## src/rtl/dmem_pkg.sv

```systemverilog
// Shared definitions for the data-memory arbiter: owner encoding,
// byte-to-word shift and starvation counter width.
package dmem_pkg;

   // Registered last owner of the memory port
   typedef enum logic [1:0] {
      OWN_IDLE = 2'd0,
      OWN_CPU  = 2'd1,
      OWN_DMA  = 2'd2
   } owner_t;

   // Byte address to word index: drop the two byte-lane bits
   localparam int WORD_SHIFT = 2;

   // Wide enough for a starvation limit of up to 15
   localparam int STARVE_W = 4;

   // Requester slots for the per-port address checkers
   localparam int NUM_PORTS = 2;
   localparam int PORT_CPU  = 0;
   localparam int PORT_DMA  = 1;

endpackage

```

## src/rtl/dmem_addr_check.sv

```systemverilog
// Byte address to word index conversion with range check.
// Optional macro DMEM_ALIGN_CHECK_EN: a non-word-aligned address is also
// reported as out of range. Without it the byte-lane bits are ignored.
module dmem_addr_check
   import dmem_pkg::*;
#(
   parameter int ADDR_W    = 32,
   parameter int MEM_WORDS = 64,
   parameter int IDX_W     = 6
) (
   input  logic [ADDR_W-1:0] addr,
   output logic [IDX_W-1:0]  idx,
   output logic              in_range
);

   logic [ADDR_W-1:0] word_addr;
   logic              word_ok;
   logic              align_ok;

   // Full word address so that any set upper bit flags out of range,
   // not just the bits that fit in the index
   assign word_addr = addr >> WORD_SHIFT;
   assign word_ok   = (word_addr < ADDR_W'(MEM_WORDS));
   assign idx       = addr[IDX_W+WORD_SHIFT-1:WORD_SHIFT];

`ifdef DMEM_ALIGN_CHECK_EN
   assign align_ok  = (addr[WORD_SHIFT-1:0] == '0);
`else
   assign align_ok  = 1'b1;
`endif

   assign in_range  = word_ok && align_ok;

endmodule

```

## src/rtl/dmem_arbiter.sv

```systemverilog
// Single-port data memory arbiter between the pipeline MEM stage (CPU)
// and a DMA/loader port. CPU has fixed priority; a starvation counter
// forces a DMA grant after STARVE_MAX consecutive denied cycles.
// Optional macro DMEM_ALIGN_CHECK_EN: misaligned accesses are treated as
// out of range (see dmem_addr_check).
module dmem_arbiter
   import dmem_pkg::*;
#(
   parameter int DATA_W     = 32,
   parameter int ADDR_W     = 32,
   parameter int MEM_WORDS  = 64,
   parameter int IDX_W      = 6,
   parameter int STARVE_MAX = 4
) (
   input  logic              clk,
   input  logic              resetn,
   input  logic              cpu_req,
   input  logic              cpu_we,
   input  logic [ADDR_W-1:0] cpu_addr,
   input  logic [DATA_W-1:0] cpu_wdata,
   output logic [DATA_W-1:0] cpu_rdata,
   output logic              cpu_stall,
   input  logic              dma_req,
   input  logic              dma_we,
   input  logic [ADDR_W-1:0] dma_addr,
   input  logic [DATA_W-1:0] dma_wdata,
   output logic [DATA_W-1:0] dma_rdata,
   output logic              dma_ack,
   output logic [IDX_W-1:0]  mem_idx,
   output logic [DATA_W-1:0] mem_wdata,
   output logic              mem_we,
   input  logic [DATA_W-1:0] mem_rdata,
   output logic [1:0]        owner,
   output logic              err_oob,
   input  logic              err_clr
);

   owner_t                owner_reg, owner_next;
   logic [STARVE_W-1:0]   starve_cnt_reg, starve_cnt_next;
   logic                  err_oob_reg, err_oob_next;
   logic                  err_set;
   logic                  force_dma;

   logic [ADDR_W-1:0]     port_addr [NUM_PORTS];
   logic [IDX_W-1:0]      port_idx  [NUM_PORTS];
   logic [NUM_PORTS-1:0]  port_ok;

   assign port_addr[PORT_CPU] = cpu_addr;
   assign port_addr[PORT_DMA] = dma_addr;

   // One address checker per requester so the grant mux only selects results
   generate
      for (genvar gi = 0; gi < NUM_PORTS; gi++) begin : g_addr_check
         dmem_addr_check #(
            .ADDR_W    (ADDR_W),
            .MEM_WORDS (MEM_WORDS),
            .IDX_W     (IDX_W)
         ) u_addr_check (
            .addr     (port_addr[gi]),
            .idx      (port_idx[gi]),
            .in_range (port_ok[gi])
         );
      end
   endgenerate

   // DMA has waited its limit: it wins this cycle regardless of the CPU
   assign force_dma = dma_req && (starve_cnt_reg == STARVE_W'(STARVE_MAX));

   // Grant decision, memory mux and next state; everything stays quiet in reset
   always_comb begin
      cpu_stall       = 1'b0;
      dma_ack         = 1'b0;
      mem_we          = 1'b0;
      mem_idx         = '0;
      mem_wdata       = '0;
      cpu_rdata       = '0;
      dma_rdata       = '0;
      err_set         = 1'b0;
      owner_next      = OWN_IDLE;
      starve_cnt_next = '0;

      if (resetn) begin
         if (cpu_req && !force_dma) begin
            owner_next = OWN_CPU;
            mem_idx    = port_idx[PORT_CPU];
            mem_wdata  = cpu_wdata;
            mem_we     = cpu_we && port_ok[PORT_CPU];
            cpu_rdata  = port_ok[PORT_CPU] ? mem_rdata : '0;
            err_set    = !port_ok[PORT_CPU];
            // A denied pending DMA ages; a dropped request resets the count
            if (dma_req) begin
               if (starve_cnt_reg < STARVE_W'(STARVE_MAX))
                  starve_cnt_next = starve_cnt_reg + 1'b1;
               else
                  starve_cnt_next = starve_cnt_reg;
            end
         end else if (dma_req) begin
            owner_next = OWN_DMA;
            dma_ack    = 1'b1;
            cpu_stall  = cpu_req;
            mem_idx    = port_idx[PORT_DMA];
            mem_wdata  = dma_wdata;
            mem_we     = dma_we && port_ok[PORT_DMA];
            dma_rdata  = port_ok[PORT_DMA] ? mem_rdata : '0;
            err_set    = !port_ok[PORT_DMA];
         end
      end

      // Sticky error: a new fault in the same cycle beats the clear
      if (err_set)
         err_oob_next = 1'b1;
      else if (err_clr)
         err_oob_next = 1'b0;
      else
         err_oob_next = err_oob_reg;
   end

   // Owner, starvation count and sticky error registers
   always_ff @(posedge clk or negedge resetn) begin
      if (!resetn) begin
         owner_reg      <= OWN_IDLE;
         starve_cnt_reg <= '0;
         err_oob_reg    <= 1'b0;
      end else begin
         owner_reg      <= owner_next;
         starve_cnt_reg <= starve_cnt_next;
         err_oob_reg    <= err_oob_next;
      end
   end

   assign owner   = owner_reg;
   assign err_oob = err_oob_reg;

endmodule

```

## config.mk

```make
export PLATFORM = sky130hd
export DESIGN_NAME = dmem_arbiter
export DESIGN_NICKNAME = d
export VERILOG_FILES = /design/src/rtl/dmem_pkg.sv /design/src/rtl/dmem_addr_check.sv /design/src/rtl/dmem_arbiter.sv
export SDC_FILE = /design/constraint.sdc
export NUM_CORES = 1
export LEC_CHECK = 0
export CAP_MARGIN = 0
export CELL_PAD_IN_SITES_DETAIL_PLACEMENT = 0
export CELL_PAD_IN_SITES_GLOBAL_PLACEMENT = 1
export CORE_ASPECT_RATIO = 1.25
export CORE_MARGIN = 10
export CORE_UTILIZATION = 11
export DETAILED_ROUTE_END_ITERATION = 10
export PLACE_DENSITY_LB_ADDON = 0.1
export SLEW_MARGIN = 20
export SYNTH_ARGS = -nofsm -noshare
export SYNTH_HDL_FRONTEND = slang
export SYNTH_HIERARCHICAL = 1
export SYNTH_SLANG_ARGS = --single-unit
```

## constraint.sdc

```tcl
create_clock -name clk -period 2.1 [get_ports clk]
set_clock_uncertainty 0.2 [all_clocks]
set_input_delay 0.315 -clock clk [delete_from_list [all_inputs] [get_ports clk]]
set_output_delay 0.315 -clock clk [all_outputs]
set_load 0.02 [all_outputs]
```

==> key figures, run 1 <==
Worst setup path
  • Worst r2r dst: starve_cnt_reg[3]
  • RR Startpoint: starve_cnt_reg[0]
  • CP endpoint kind: output pin
  • WS Path Type: reg2out
  • Worst-path fanout max: 8
  • Worst reg2reg path depth: 6
  • Arr. time, crit path: approximately 1800 ps
  • Launch point of the worst path: starve_cnt_reg[0]
  • WP data required: roughly 1600 ps
  • R2R Setup Slk: between 300 and 400 ps
  • Worst setup SP type: flop

Timing
  • Peak Freq: between 400 and 500 MHz
  • Fin. Hold Viols: 0
  • Worst-Margin Slew: 283 ps
  • Post-route setup slack: -238 ps
  • WHS: 3.86 ps
  • Final min period: between 2000 and 2500 ps
  • Slew HR: between 80% and 90%
  • Share of the clock period used by the worst path: 111%
  • Setup_tns: -19,640 ps
  • RSZ-0062 raised after global routing: yes
  • Final setup viols: around 100
  • Slew Limit Fails: 0

Die
  • Die W: ~120 um
  • Row count: 46
  • Starting density of the core: a little under an eighth
  • Top-level port count: approximately 280
  • Die area: 18,000 um^2
  • Core footprint: 12,700 um^2
  • Die height: approximately 150 um

Finish
  • ANT cells: 0
  • Nets@finish: 650
  • Max reg flops: 4
  • Area Growth Syn to Fin: 271%
  • Finished Layout Cells: ~650
  • Post-route cell area: roughly 5300 um^2
  • Filler cells: roughly 1,300
  • Layout cells sized above 1: between 50% and 60%

Hold path
  • Hold Path Class: in2async

Drt
  • Post-DRT Antenna Nets: 0
  • Met2 Routed Length: 7100 um
  • Final WL: around 13,000 um
  • Drt first pass iters: 4
  • Met3 routed WL: about 1600 um
  • DR top layer: met4
  • Post-Route M1 WL: between 3000 and 4000 um
  • Wire per inst: a little under 20 um
  • 1st-iter DRT viols: 37
  • Vias per cell: between 4 and 5
  • Routed vias: around 2,700
  • # DRC: 0

Placed design
  • Port Buffers: 270
  • Dpl hpwl: 9530 um
  • Placer Congestion: about 0.76
  • Placed cell count: a little over 600
  • Placed Instance Area: around 4400 um^2

GRT
  • Initial antenna violation count: 0
  • GRT Util Overall: roughly 13%
  • First-pass GRT wire length: between 15,000 and 20,000 um
  • Vias in the first global route: slightly above 3,000
  • Largest net degree at the start of global routing: 25
  • Grt ovf: 0

Flow run
  • Max_cap viols: 0

Synthesis
  • Ys async rst share: 100%
  • Synth warn: 6
  • Syn Std Cell Area: 1430 um^2
  • Syn Inst Count: between 150 and 200
  • Most instantiated cells after synthesis: a22o_1, and3_1, and2_1, buf_4
  • Syn Area/Cell: between 7 and 8 um^2
  • Post-Synthesis Net Count: about 350
  • Distinct cell type count of the synthesized netlist: 29
  • EDFF count, synth: 0
  • Seq/Total Area, Yosys: between 10% and 20%
  • Ranking of synthesized cells by area: a22o_1, and3_1, and2_1, dfrtp_1, buf_4
  • Synth area leader: a22o_1
  • Synth top area share: 23.2%
  • Top_reg_cell synth: dfrtp_1
  • Most common cell in the netlist: a22o_1
  • Synth Register Bits: 7

Outcome
  • Failing checks: negative setup slack
  • Status: complete, but fails checks

Clocking
  • Worst skew pair latency: about 230 ps
  • Clock Root Buffer: clkbuf_16
  • Cts bufs inserted: 3
  • Clk slew on worst S/H paths: ~40 ps
  • CTS sink cnt: 7
  • Clock Tree Buf Depth: 2
  • # hold bufs at CTS: 0
  • CTS tree: built
  • H-tree depth: 1

Power and ir drop
  • PwrDens: roughly 210 nW/um^2
  • Worst VDD drop: roughly 0.21 mV
  • Leak: around 0.0024 uW
layout by cell type (no fill, tap or decap), types with 2 or more instances in the layout:
| cell type | count |
|---|---|
| nand4_1 | 2 |
| nor4_1 | 3 |
| clkdlybuf4s50_1 | 115 |
| clkbuf_16 | 6 |
| clkdlybuf4s15_1 | 15 |
| dfrtp_1 | 7 |
| and3_1 | 4 |
| nor4_2 | 8 |
| nor2_4 | 2 |
| nor2_2 | 2 |
| inv_2 | 2 |
| and3_4 | 31 |
| buf_6 | 111 |
| clkbuf_2 | 2 |
| nand2_1 | 3 |
| buf_16 | 7 |
| and2_4 | 27 |
| buf_4 | 28 |
| a22o_1 | 38 |
| buf_12 | 9 |
| buf_2 | 14 |
| and2b_1 | 2 |
| dlygate4sd2_1 | 17 |
| and2_1 | 5 |
critical path: stages (launching register included):
cell     delay (ps)
dfrtp_1         380
inv_2            80
ha_4            120
and4b_4         280
nor3b_4          60
buf_6           120
buf_12          130
buf_16          140
and2_4          150
buf_6           120
layout make-up:
| class | count | area, um^2 | share of cell area (%) |
|---|---|---|---|
| inverter | 2 | 7.51 | 0.141 |
| clock inverter | 1 | 5.00 | 0.0940 |
| multi-input combinational | 144 | 1370 | 25.7 |
| sequential | 7 | 175 | 3.29 |
| tap | 168 | 210 | 3.95 |
| timing repair buffer | 323 | 3480 | 65.4 |
| clock buffer | 3 | 75.1 | 1.41 |
per-stage QoR:
stage          setup slack (ps)  total power [uW]  util (%)
6_report                   -238              1120      41.8
5_1_grt                    -335              1180      41.8
4_1_cts                    -242              1070      38.6
3_5_place_dp              -1040               748      34.4
3_3_place_gp              -1040               746      34.4
2_1_floorplan              85.9               309         -
per-layer routing:
layer  global-route usage (%)  up-vias
li1                         -     1277
met1                     10.8     1229
met2                     25.8      168
met3                     6.06        2
met4                    0.708        0
met5                        0        -
what timing repair did:
item	4_1_cts	5_1_grt
setup buffers	16	5
pin swaps	49	35
setup endpoints to repair	105	105
cloned	11	3
gates resized for setup	722	109
power breakdown:
| group | total, uW | internal [uW] | switching [uW] |
|---|---|---|---|
| clock network | 329 | 250 | 78.4 |
| logic | 651 | 420 | 232 |
| registers | 142 | 140 | 2.09 |
worst max-delay path by stage:
stage,slack [ps],cells past startpoint,end
finish,-240,9,cpu_rdata[28]
global route,-340,10,cpu_rdata[13]
CTS,-240,9,cpu_rdata[28]
detailed placement,-1040,8,mem_we
global placement,-1040,8,mem_we
floorplan,90,6,dma_rdata[13]
cell families after synthesis:
kind of cell | synth area share (%)
simple gates | 43.8
compound gates | 26.9
buf+inv | 14.0
flops | 12.2
fa+ha+maj | 1.74
xor+xnor | 0.611
mux | 0.785
Power figures use the tool's default switching activity.
==> run 2: changes to the inputs <==
Settings changed: CORE_UTILIZATION 11 to 10, CTS_CLUSTER_SIZE set to 8, SYNTH_HIERARCHICAL 1 to not set.
==> key figures, run 2 <==
Outcome
  • Status: complete, but fails checks
  • Failing checks: negative setup slack

Flow run
  • Max_cap viols: 0

Synthesis
  • Post-Synthesis Net Count: about 340
  • Syn Std Cell Area: roughly 1300 um^2
  • Synth area leader: and2_1
  • Most instantiated cells after synthesis: and2_1, a22o_1, clkbuf_1, nor4_1, dfrtp_1
  • Synth warn: 0
  • Syn Area/Cell: around 7.6 um^2
  • Seq/Total Area, Yosys: between 10% and 20%
  • Synth top area share: between 30% and 40%
  • Most common cell in the netlist: and2_1
  • Ranking of synthesized cells by area: and2_1, a22o_1, dfrtp_1, nor4_1, nor4_2
  • Synth Register Bits: 7
  • Distinct cell type count of the synthesized netlist: 26
  • Syn Inst Count: 172
  • EDFF count, synth: 0
  • Top_reg_cell synth: dfrtp_1
  • Ys async rst share: 100%

Finish
  • Core Util, Final: approximately two fifths
  • Commonest non-fill, non-tap cell in the layout: clkdlybuf4s50_1
  • Max reg flops: 4
  • ANT cells: 0
  • Filler cells: roughly 1,300
  • Layout cells sized above 1: 52.6%
  • Area Growth Syn to Fin: 277%
  • Most frequent cells in the layout: clkdlybuf4s50_1, buf_6, and2_4, a22o_1, buf_2
  • Nets@finish: between 600 and 700

Power and ir drop
  • Leak: about 0.0023 uW
  • PwrDens: between 200 and 250 nW/um^2
  • Worst VDD drop: roughly 0.18 mV

Placed design
  • Dpl hpwl: ~10,000 um
  • Pre-CTS setup slack: -1080 ps
  • Port Buffers: 270
  • Placer Congestion: about 0.75

Worst setup path
  • Buf/Inv on CP: 6
  • WS Path Type: reg2out
  • WP data required: 1580 ps
  • CP endpoint kind: output pin
  • Most frequent CP cell: buf_6
  • Worst-path fanout max: 8
  • Launch point of the worst path: starve_cnt_reg[0]
  • Critical path's largest stage delay: between 300 and 400 ps
  • Critical path's top delay family: buffers and inverters
  • Worst setup SP type: flop
  • Critical path cell sequence: inv_1 -> ha_2 -> buf_4 -> nand4b_1 -> nor4b_4 -> buf_6 -> buf_12 -> buf_16 -> a32o_2 -> buf_6
  • RR Startpoint: starve_cnt_reg[0]
  • Arr. time, crit path: 1990 ps
  • Crit-path slowest cell: dfrtp_1

Die
  • Row count: 46
  • Die height: around 150 um
  • Core footprint: 12,800 um^2
  • Top-level port count: 275
  • Die area: approximately 18,000 um^2
  • Starting density of the core: 10.3%
  • Die W: between 100 and 150 um

Timing
  • Worst-Margin Slew: 247 ps
  • RSZ-0062 raised after global routing: yes
  • Peak Freq: 400 MHz
  • Fin. Hold Viols: 0
  • Post-route setup slack: -401 ps
  • Final min period: ~2500 ps
  • WHS: 3.53 ps
  • Slew Limit Fails: 0
  • Slew HR: between 80% and 90%
  • Share of the clock period used by the worst path: 119%
  • Final setup viols: around 100

Clocking
  • Worst skew pair latency: about 230 ps
  • H-tree depth: 1
  • CTS sink cnt: 7
  • CTS tree: built
  • Clock Root Buffer: clkbuf_16
  • Cts bufs inserted: 3
  • Clock Tree Buf Depth: 2
  • Clk slew on worst S/H paths: approximately 30 ps

Drt
  • Routed vias: approximately 2,600
  • Wire per inst: slightly below 20 um
  • # DRC: 0
  • Post-DRT Antenna Nets: 0
  • 1st-iter DRT viols: between 50 and 60
  • Vias per cell: 4.00
  • Final WL: approximately 13,000 um
  • Drt first pass iters: 4

Hold path
  • Hold Path Class: in2async

GRT
  • First-pass GRT wire length: around 18,000 um
  • GRT Util Overall: about an eighth
  • Initial antenna violation count: 0
  • Largest net degree at the start of global routing: 24
  • Vias in the first global route: between 2,000 and 3,000
  • Grt ovf: 0
## run 2: routing by layer
layer  vias up  global-route usage [%]  share of wire, %
met5         -                       0                 0
met4         0                    1.59              0.32
met3         2                    7.01                15
met2       196                    24.4                52
met1      1144                    11.4                33
li1       1237                       -                 -
## run 2: what timing repair did
item / 4_1_cts / 5_1_grt
hold buffers: 1 / 0
setup endpoints to repair: 105 / 106
endpoints found under the hold margin: 2 / 0
cloned: 9 / 1
gates resized for setup: 650 / 95
setup buffers: 15 / 3
pin swaps: 60 / 15
## run 2: final cells by class
type	count	area (um^2)	area share, %
sequential	7	175	3.54
clock buffer	4	78.8	1.59
inverter	4	18.8	0.379
multi-input combinational	146	1270	25.7
timing repair buffer	316	3190	64.5
tap	168	210	4.25
## run 2: cells by family (layout without fill, tap and decap cells)
family          count (synthesis)  count (layout)  synth area share (%)
flops                           7               7                  13.3
simple gates                   98              98                  48.1
buf+inv                        19             324                  7.15
fa+ha+maj                       2               2                  1.91
compound gates                 45              45                  28.8
xor+xnor                        1               1                 0.667
## run 2: per-stage QoR
step / total power (uW) / TNS (ps) / area (um^2) / instances
2_1_floorplan: 285 / -305 / 1350 / 172
3_3_place_gp: 735 / -90440 / 4370 / 613
3_5_place_dp: 738 / -91440 / 4370 / 613
4_1_cts: 1040 / -39490 / 4960 / 642
5_1_grt: 1090 / -44110 / 4950 / 645
6_report: 1040 / -31910 / 4950 / 645
## run 2: report_power, final
group          internal [uW]  switching [uW]
clock network            252            64.5
registers                140            1.96
logic                    369             211
total                    761             278
## run 2: worst register-to-register path: stages, from the launching register on
cell and delay, ps:
dfrtp_1 370, inv_1 60, ha_2 170, buf_4 100, nand4b_1 140, nor2b_4 190, buf_12 160, a21oi_1 130
o211ai_1 120
## run 2: worst paths after layout
check | slack, ps | to | depth (start not counted)
max reg2reg | 330 | err_oob | 8
min in group clk | 390 | err_oob | 5
max | -400 | mem_we | 10
max in group asynchronous | 1090 | err_oob | 3
min | 4 | owner[0] | 2
min reg2reg | 420 | starve_cnt_reg[2] | 3
